<file path="src/rtl/weighted_rr_arbiter_pkg.sv">
// Purpose: shared state encoding and constant helpers for the weighted round-robin arbiter.
// Latency: n/a (declarations only).
// Backpressure: n/a.
package weighted_rr_arbiter_pkg;

  localparam logic [1:0] ST_IDLE  = 2'b00;
  localparam logic [1:0] ST_GRANT = 2'b01;
  localparam logic [1:0] ST_WORK  = 2'b10;

  // The fourth encoding is never entered; the FSM treats it as IDLE.
  typedef enum logic [1:0] {
    IDLE   = ST_IDLE,
    GRANT  = ST_GRANT,
    WORK   = ST_WORK,
    UNUSED = 2'b11
  } state_e;

  // Ceiling log2, minimum 1 so a 2-requester index is still one bit wide.
  function automatic int clog2(input int value);
    int result;
    result = 1;
    while ((1 << result) < value) begin
      result = result + 1;
    end
    return result;
  endfunction

endpackage

</file>
<file path="src/rtl/weighted_rr_arbiter_rr_pick.sv">
// Purpose: cyclic first-set pick at or above a one-hot base, wrapping past the top index.
// Latency: combinational.
// Backpressure: none; result is valid whenever request/base are.
// Ports: request - WIDTH request vector
//        base    - one-hot search start position
//        grant   - one-hot pick, zero when request is zero
module rr_pick #(
  parameter int WIDTH = 4
) (
  input  logic [WIDTH-1:0] request,
  input  logic [WIDTH-1:0] base,
  output logic [WIDTH-1:0] grant
);

  logic [2*WIDTH-1:0] dbl_req;
  logic [2*WIDTH-1:0] dbl_gnt;

  // Subtracting the base clears the first set bit at/above base and sets
  // the zeros below it; masking with the original isolates that bit. The
  // upper copy supplies the wrapped-around candidates.
  always_comb begin
    dbl_req = {request, request};
    dbl_gnt = dbl_req & ~(dbl_req - {{WIDTH{1'b0}}, base});
    grant   = dbl_gnt[WIDTH-1:0] | dbl_gnt[2*WIDTH-1:WIDTH];
  end

endmodule

</file>
<file path="src/rtl/weighted_rr_arbiter.sv">
// Purpose: weighted round-robin / fixed-priority arbiter with per-requester tenure limit.
// Latency: 2 cycles from request in IDLE to registered grant; 1 dead cycle between grants.
// Backpressure: requesters hold in_request until done; grant is revoked on drop or tenure expiry.
// Ports: in_clk/in_reset   - clock, async active-low reset
//        in_request        - per-requester request bits
//        in_weight         - CNT_W-bit tenure per requester, 0 = unlimited
//        in_mode           - 0 round robin, 1 fixed priority (index 0 highest)
//        out_grant/_id/_valid - registered one-hot grant, its index, and grant-present flag
module weighted_rr_arbiter
  import weighted_rr_arbiter_pkg::*;
#(
  parameter int WIDTH = 4,
  parameter int CNT_W = 4
) (
  input  logic                     in_clk,
  input  logic                     in_reset,
  input  logic [WIDTH-1:0]         in_request,
  input  logic [WIDTH*CNT_W-1:0]   in_weight,
  input  logic                     in_mode,
  output logic [WIDTH-1:0]         out_grant,
  output logic [clog2(WIDTH)-1:0]  out_grant_id,
  output logic                     out_valid
);

  localparam int ID_W = clog2(WIDTH);

  state_e            state_q, state_d;
  logic [WIDTH-1:0]  base_q, base_d;
  logic [CNT_W-1:0]  cnt_q, cnt_d;
  logic [WIDTH-1:0]  grant_q, grant_d;
  logic [ID_W-1:0]   grant_id_q, grant_id_d;
  logic              valid_q, valid_d;

  logic [WIDTH-1:0]  pick_base;
  logic [WIDTH-1:0]  pick_grant;
  logic [ID_W-1:0]   pick_id;
  logic [CNT_W-1:0]  pick_weight;
  logic              held;
  logic              expire;

  // Fixed priority is just the cyclic pick started from index 0.
  assign pick_base = in_mode ? {{(WIDTH-1){1'b0}}, 1'b1} : base_q;

  rr_pick #(
    .WIDTH(WIDTH)
  ) u_rr_pick (
    .request(in_request),
    .base   (pick_base),
    .grant  (pick_grant)
  );

  always_comb begin
    pick_id     = '0;
    pick_weight = '0;
    for (int i = 0; i < WIDTH; i++) begin
      if (pick_grant[i]) begin
        pick_id     = ID_W'(i);
        pick_weight = in_weight[i*CNT_W +: CNT_W];
      end
    end
  end

  assign held   = |(in_request & grant_q);
  // A zero counter means unlimited tenure, so only an exact 1 expires.
  assign expire = (cnt_q == CNT_W'(1));

  always_comb begin
    state_d    = state_q;
    base_d     = base_q;
    cnt_d      = cnt_q;
    grant_d    = grant_q;
    grant_id_d = grant_id_q;
    valid_d    = valid_q;

    case (state_q)
      GRANT: begin
        if (|in_request) begin
          grant_d    = pick_grant;
          grant_id_d = pick_id;
          valid_d    = 1'b1;
          cnt_d      = pick_weight;
          state_d    = WORK;
        end else begin
          grant_d    = '0;
          grant_id_d = '0;
          valid_d    = 1'b0;
          state_d    = IDLE;
        end
      end

      WORK: begin
        // Drop and expiry in the same cycle fall into this one branch, so
        // the base rotates exactly once.
        if (!held || expire) begin
          grant_d    = '0;
          grant_id_d = '0;
          valid_d    = 1'b0;
          cnt_d      = '0;
          base_d     = {grant_q[WIDTH-2:0], grant_q[WIDTH-1]};
          state_d    = (|in_request) ? GRANT : IDLE;
        end else if (cnt_q != '0) begin
          cnt_d = cnt_q - CNT_W'(1);
        end
      end

      default: begin
        // IDLE and the unused encoding. base_q is deliberately kept so
        // fairness carries across idle gaps.
        grant_d    = '0;
        grant_id_d = '0;
        valid_d    = 1'b0;
        cnt_d      = '0;
        state_d    = (|in_request) ? GRANT : IDLE;
      end
    endcase
  end

  always_ff @(posedge in_clk or negedge in_reset) begin
    if (!in_reset) begin
      state_q    <= IDLE;
      base_q     <= WIDTH'(1);
      cnt_q      <= '0;
      grant_q    <= '0;
      grant_id_q <= '0;
      valid_q    <= 1'b0;
    end else begin
      state_q    <= state_d;
      base_q     <= base_d;
      cnt_q      <= cnt_d;
      grant_q    <= grant_d;
      grant_id_q <= grant_id_d;
      valid_q    <= valid_d;
    end
  end

  assign out_grant    = grant_q;
  assign out_grant_id = grant_id_q;
  assign out_valid    = valid_q;

endmodule

</file>
<file path="config.mk">
export PLATFORM = sky130hd
export DESIGN_NAME = weighted_rr_arbiter
export DESIGN_NICKNAME = d
export VERILOG_FILES = /design/src/rtl/weighted_rr_arbiter_pkg.sv /design/src/rtl/weighted_rr_arbiter_rr_pick.sv /design/src/rtl/weighted_rr_arbiter.sv
export SDC_FILE = /design/constraint.sdc
export NUM_CORES = 1
export LEC_CHECK = 0
export BUFFER_PORTS_ARGS = -buffer_cell sky130_fd_sc_hd__buf_2
export CAP_MARGIN = 30
export CORE_MARGIN = 2
export CORE_UTILIZATION = 47
export CTS_CLUSTER_SIZE = 30
export DETAILED_ROUTE_END_ITERATION = 10
export PLACE_DENSITY = 0.75
export REMOVE_ABC_BUFFERS = 1
export SKIP_CTS_REPAIR_TIMING = 1
export SYNTH_ARGS = -nofsm -noshare
export SYNTH_HDL_FRONTEND = slang
export SYNTH_SLANG_ARGS = --single-unit
</file>
<file path="constraint.sdc">
create_clock -name in_clk -period 2 [get_ports in_clk]
set_input_delay 0.4 -clock in_clk [delete_from_list [all_inputs] [get_ports in_clk]]
set_output_delay 0.4 -clock in_clk [all_outputs]
set_load 0.01 [all_outputs]
</file>
# Yosys cells after proc, flatten, opt, wreduce, memory -nomap -nowiden
# Index checks and enable logic that the tools add are counted.
totals:
  out_inout_bits: 7
  word_cells: 50
  regBits: 17
classes:
  n_mux: 25
  bitwise_logic: 4
  add_sub_neg: 2
  n_eq_ne: 6
  reduce_logical: 7
op_table:
  columns: ["op", "n"]
  rows:
  - ["two-way mux 4 bit", 10]
  - ["case mux 4 bit (2 select lines)", 2]
  - ["two-way mux 2 bit", 6]
  - ["AND 8 bit", 1]
  - ["NOT 8 bit", 1]
  - ["case mux 2 bit (2 select lines)", 2]
  - ["OR reduction 4 bit", 2]
  - ["subtractor 8 x 4 -> 8 bit", 1]
  - ["AND 4 bit", 1]
  - ["equality test 4 x 1 -> 1 bit, second input constant", 1]
  - ["two-way mux 1 bit", 4]
  - ["inequality test 2 bit, second input constant", 2]
  - ["OR 4 bit", 1]
  - ["AND reduction 2 bit", 2]
  - ["nonzero test 4 bit", 1]
  - ["subtractor 4 x 1 -> 4 bit, second input constant", 1]
  - ["inequality test 3 bit, second input constant", 1]
  - ["equality test 2 x 1 -> 1 bit, second input constant", 1]
  - ["equality test 2 bit, second input constant", 1]
  - ["case mux 1 bit (2 select lines)", 1]
  - ["zero test 1 bit", 1]
  - ["logical OR 1 bit", 1]

# Logic depth before layout (Yosys ltp)
logic_depth:
  depth_word: 11
  mapped_depth: 9
  ltp_nobuf: 9

# Hierarchy
# Synthesis repeated with hierarchy kept, for this count alone.
hier_totals:
  hier_cells: 126
  hier_area_um2: 1161.1
modules_own_cells:
  columns: ["module", "seq_area_each_um2", "area_per_inst_um2", "cells_per_inst", "n_inst"]
  rows:
  - ["weighted_rr_arbiter", 401.6, 974.7, 102, 1]
  - ["rr_pick", 0.0, 186.4, 24, 1]

# Worst setup path before layout
# Ideal clock, no wire load.
synth_path:
  path_kind: "input -> register"
  start: "in in_mode"
  end: "reg cnt_q[2]"
  arrival_time_ns: 2.013
  n_path_buf: 0
  slack_ns: -0.145
  setup_ns: 0.132
  cell_stages: 9
  required_time_ns: 1.868
  cell_sequence: "nor2_1 > nor2_1 > fa_1 > nand2b_1 > a21oi_1 > o21ai_0 > a221o_1 > o2111ai_1 > nand4_1"
synth_via:
  elab_chain_len: 11
synth_lines:
  columns: ["item", "line_no", "text"]
  rows:
  - ["start: declaration", "weighted_rr_arbiter.sv:19", "input logic in_mode,"]
  - ["two-way mux 4 bit *", "weighted_rr_arbiter.sv:42", "assign pick_base = in_mode ? {{(WIDTH-1){1'b0}}, 1'b1} : base_q;"]
  - ["subtractor 8 x 4 -> 8 bit *", "weighted_rr_arbiter_rr_pick.sv:23", "dbl_gnt = dbl_req & ~(dbl_req - {{WIDTH{1'b0}}, base});"]
  - ["NOT 8 bit *", "weighted_rr_arbiter_rr_pick.sv:23", null]
  - ["AND 8 bit *", "weighted_rr_arbiter_rr_pick.sv:23", null]
  - ["OR 4 bit *", "weighted_rr_arbiter_rr_pick.sv:24", "grant = dbl_gnt[WIDTH-1:0] | dbl_gnt[2*WIDTH-1:WIDTH];"]
  - ["two-way mux 4 bit (3 in series)", "weighted_rr_arbiter.sv:56", "if (pick_grant[i]) begin"]
  - ["two-way mux 4 bit *", "weighted_rr_arbiter.sv:56", null]
  - ["two-way mux 4 bit *", "weighted_rr_arbiter.sv:77", "if (|in_request) begin"]
  - ["case mux 4 bit (2 select lines) *", "weighted_rr_arbiter.sv:75", "case (state_q)"]
  - ["end signal: assignment", "weighted_rr_arbiter.sv:129", "cnt_q <= cnt_d;"]
  - ["end: declaration", "weighted_rr_arbiter.sv:29", "logic [CNT_W-1:0] cnt_q, cnt_d;"]
# Mark *: on every way between the ends. The rest lies on a longest branch, timed or not. The select of a mux whose other input is x is not followed.
# A chain may end at the register's enable or synchronous reset.

# Final worst setup path
layout_path:
  start: "reg base_q[0]"
  end: "reg cnt_q[2]"
layout_via:
  elab_chain_len: 11
layout_lines:
  columns: ["item", "line_no", "text"]
  rows:
  - ["start: declaration", "weighted_rr_arbiter.sv:28", "logic [WIDTH-1:0] base_q, base_d;"]
  - ["start signal: assignment", "weighted_rr_arbiter.sv:128", "base_q <= base_d;"]
  - ["two-way mux 4 bit *", "weighted_rr_arbiter.sv:42", null]
  - ["subtractor 8 x 4 -> 8 bit *", "weighted_rr_arbiter_rr_pick.sv:23", null]
  - ["NOT 8 bit *", "weighted_rr_arbiter_rr_pick.sv:23", null]
  - ["AND 8 bit *", "weighted_rr_arbiter_rr_pick.sv:23", null]
  - ["OR 4 bit *", "weighted_rr_arbiter_rr_pick.sv:24", null]
  - ["two-way mux 4 bit (3 in series)", "weighted_rr_arbiter.sv:56", null]
  - ["two-way mux 4 bit *", "weighted_rr_arbiter.sv:56", null]
  - ["two-way mux 4 bit *", "weighted_rr_arbiter.sv:77", null]
  - ["case mux 4 bit (2 select lines) *", "weighted_rr_arbiter.sv:75", null]
# Marked as above.

==> results.json <==
{
  "wl_per_cell_um": 16.6,
  "swShare": 0.433,
  "setup_slack_ns": -0.168,
  "cts_made_buffers": 3,
  "pre_cts_ws_ns": -0.450,
  "synth_ff_type": "dfrtp_1",
  "outcome": "finished, violations left",
  "required_ns": 2.19,
  "stdcell_count": 223,
  "clock_sinks": 16,
  "power.density_nw_per_um2": 1240,
  "yosysWarnings": 0,
  "synthTopCellsByArea": "dfrtp_1 32%, ha_1 7.4%, mux2_1 3.8%, nand2_1 3.8%, nand2b_1 3.7%",
  "synth_edf_count": 0,
  "p_seq_frac": 0.265,
  "drtIter0Drc": 44,
  "cp-start-kind": "register",
  "synth.ff_latch_count": 16,
  "switchingPower_mw": 0.924,
  "multi_input_area_um2": 827,
  "io_buffers": 29,
  "crit_type": "register to register",
  "clockBufferDepth": 2,
  "diodes": 0,
  "globalplace.congestion": 0.887,
  "fin_skew_ns": 0.0113,
  "p_leak_nw": 0.828,
  "hold_class": "input pin to async pin",
  "num_vias": 1332,
  "insertion_delay_ns": 0.31,
  "whs_ns": -0.0146,
  "area_growth_syn_to_layout_pct": 44.5,
  "fp-row-count": 18,
  "final_layout_size_suffix_gt1_frac": 0.440,
  "cap_violations": 0,
  "power_frac_clock": 0.107,
  "dieArea_um2": 2950,
  "die_h_um": 54.3,
  "die_x_um": 54.3,
  "postSynth.asyncResetShare": 1.00,
  "yosysSeqAreaShare": 0.338,
  "cts_root_buffer": "clkbuf_4",
  "routed_via_density": 5.97,
  "fmax_mhz": 461,
  "fin_setup_tns_ns": -0.788,
  "cp_max_fo": 5,
  "tightest_slew_ns": 0.487,
  "grt_max_degree": 17,
  "cts_tree": "yes",
  "ant_nets": 0,
  "slew_headroom": 0.672,
  "fin_crit_sh": 1.08,
  "grt-ovfl-total": 0,
  "antenna_found_initial": 0,
  "internal_power_mw": 1.21,
  "syn_avg_cell_area_um2": 9.07,
  "first_global_vias": 1254,
  "nNetsFinal": 225,
  "hold_viol_final": 11,
  "worstPathArrival_ns": 2.36,
  "comb_power_share": 0.628,
  "fill_cells": 172,
  "ff_latch_area_um2": 402,
  "ys_types": 40,
  "synthCells": 131,
  "routed_wl_mm": 3.69,
  "grt.total_usage": 0.259,
  "period_minus_slack_ns": 2.17,
  "core_um2": 2430,
  "syn_area_um2": 1190,
  "violations": "negative hold slack, negative setup slack",
  "setup_viol": 6,
  "clkTransAtPathRegs_ns": 0.11,
  "drcViolationCount": 0,
  "place_inst": 216,
  "slew_violations": 0,
  "vdd_drop_max_mv": 0.786,
  "rsz0062_at_grt": "true",
  "ioPinCount": 30,
  "start_util": 0.489,
  "yosys.area.top_type": "dfrtp_1",
  "post-dp-hpwl_mm": 2.69,
  "first_pass_iters": 4,
  "htree_num_levels": 1,
  "synth_top_area_share": 0.316,
  "grt_pass1_wl_mm": 5.48,
  "endpoint_kind": "register"
}
==> worst max-delay path: stages (launching register included) <==
cell,delay (ns)
dfstp_2,0.57
nor2_4,0.05
nor2_4,0.11
fa_1,0.46
o21ai_1,0.17
a31oi_1,0.06
buf_4,0.16
a221o_1,0.32
o2111ai_2,0.07
nand4_1,0.10
==> stage by stage <==
step | hold slack [ns] | util | total power, mW | area [um^2]
after floorplan | 0.104 | - | 1.25 | 1170
after global placement | 0.323 | 0.645 | 1.68 | 1570
after detailed placement | 0.329 | 0.645 | 1.75 | 1570
after CTS | -0.0138 | 0.660 | 1.99 | 1610
after global routing | 0.0133 | 0.706 | 2.27 | 1720
final | -0.0146 | 0.706 | 2.13 | 1720
==> cell families (layout without fill, tap and decap cells) <==
group,count (synthesis),after routing,synth area share
compound gates,42,42,0.273
fa+ha+maj,8,8,0.0905
buf+inv,11,73,0.0421
mux,4,4,0.0379
flops,16,16,0.338
xor+xnor,1,1,0.00737
simple gates,49,49,0.212
==> layer usage <==
layer / share of wire / global-route usage
met5: 0 / 0
met3: 0.046 / 0.0383
met2: 0.51 / 0.430
met4: 0.019 / 0.150
met1: 0.43 / 0.318
==> placed cells by master, fill, tap and decap left out, types with 3 or more instances in the layout <==
| cell | count |
|---|---|
| a22o_1 | 3 |
| inv_1 | 8 |
| buf_4 | 32 |
| buf_2 | 29 |
| o21ai_1 | 5 |
| o2111ai_2 | 3 |
| clkbuf_4 | 3 |
| nor3_1 | 3 |
| nand2_1 | 12 |
| nor2_1 | 6 |
| o31ai_1 | 5 |
| a22oi_1 | 3 |
| a221o_1 | 4 |
| ha_1 | 6 |
| nand3_1 | 8 |
| mux2_1 | 4 |
| dfrtp_1 | 15 |
| nand2b_1 | 6 |
| a21oi_1 | 3 |
==> power by group through the flow <==
stage	clock network [mW]	registers [mW]	logic, mW
2_1_floorplan	0	0.581	0.669
3_3_place_gp	0	0.552	1.13
3_5_place_dp	0	0.563	1.18
4_1_cts	0.232	0.559	1.20
5_1_grt	0.244	0.578	1.45
6_report	0.228	0.565	1.34
==> state kept, by name, indices dropped and copies added (netlist names) <==
register,cells
out_grant,4
base_q,4
out_valid,1
cnt_q,4
state_q,1
out_grant_id,2
==> area by class of cell <==
| type | count | share of cell area |
|---|---|---|
| timing repair buffer | 61 | 0.224 |
| clock buffer | 4 | 0.0211 |
| inverter | 8 | 0.0175 |
| multi-input combinational | 104 | 0.481 |
| tap | 30 | 0.0218 |
| sequential | 16 | 0.234 |
==> Yosys cell counts, types with 2 or more instances <==
master / n
a22oi_1: 3
o21ai_0: 2
inv_1: 8
o21a_1: 3
a22o_1: 3
o21ai_1: 4
a221o_1: 4
nand2b_1: 7
nor2_1: 8
nor3_1: 4
dfrtp_1: 15
nand2_1: 12
nand3_1: 8
o2111ai_1: 4
ha_1: 7
nor4_1: 2
mux2_1: 4
o31a_1: 2
a21oi_1: 6
o31ai_1: 5
==> final timing paths <==
kind	from	to	slack [ns]	depth (start not counted)
min reg2reg	out_grant_id[0]	out_grant_id[0]	0.49	2
min	in_reset	out_grant_id[1]	-0.01	1
min in group in_clk	in_weight[13]	cnt_q[1]	0.32	3
max in group asynchronous	in_reset	base_q[0]	1.70	1
max	base_q[0]	cnt_q[2]	-0.17	9
max reg2reg	base_q[0]	cnt_q[2]	-0.17	9
No activity file was read; power rests on OpenSTA's default activity.
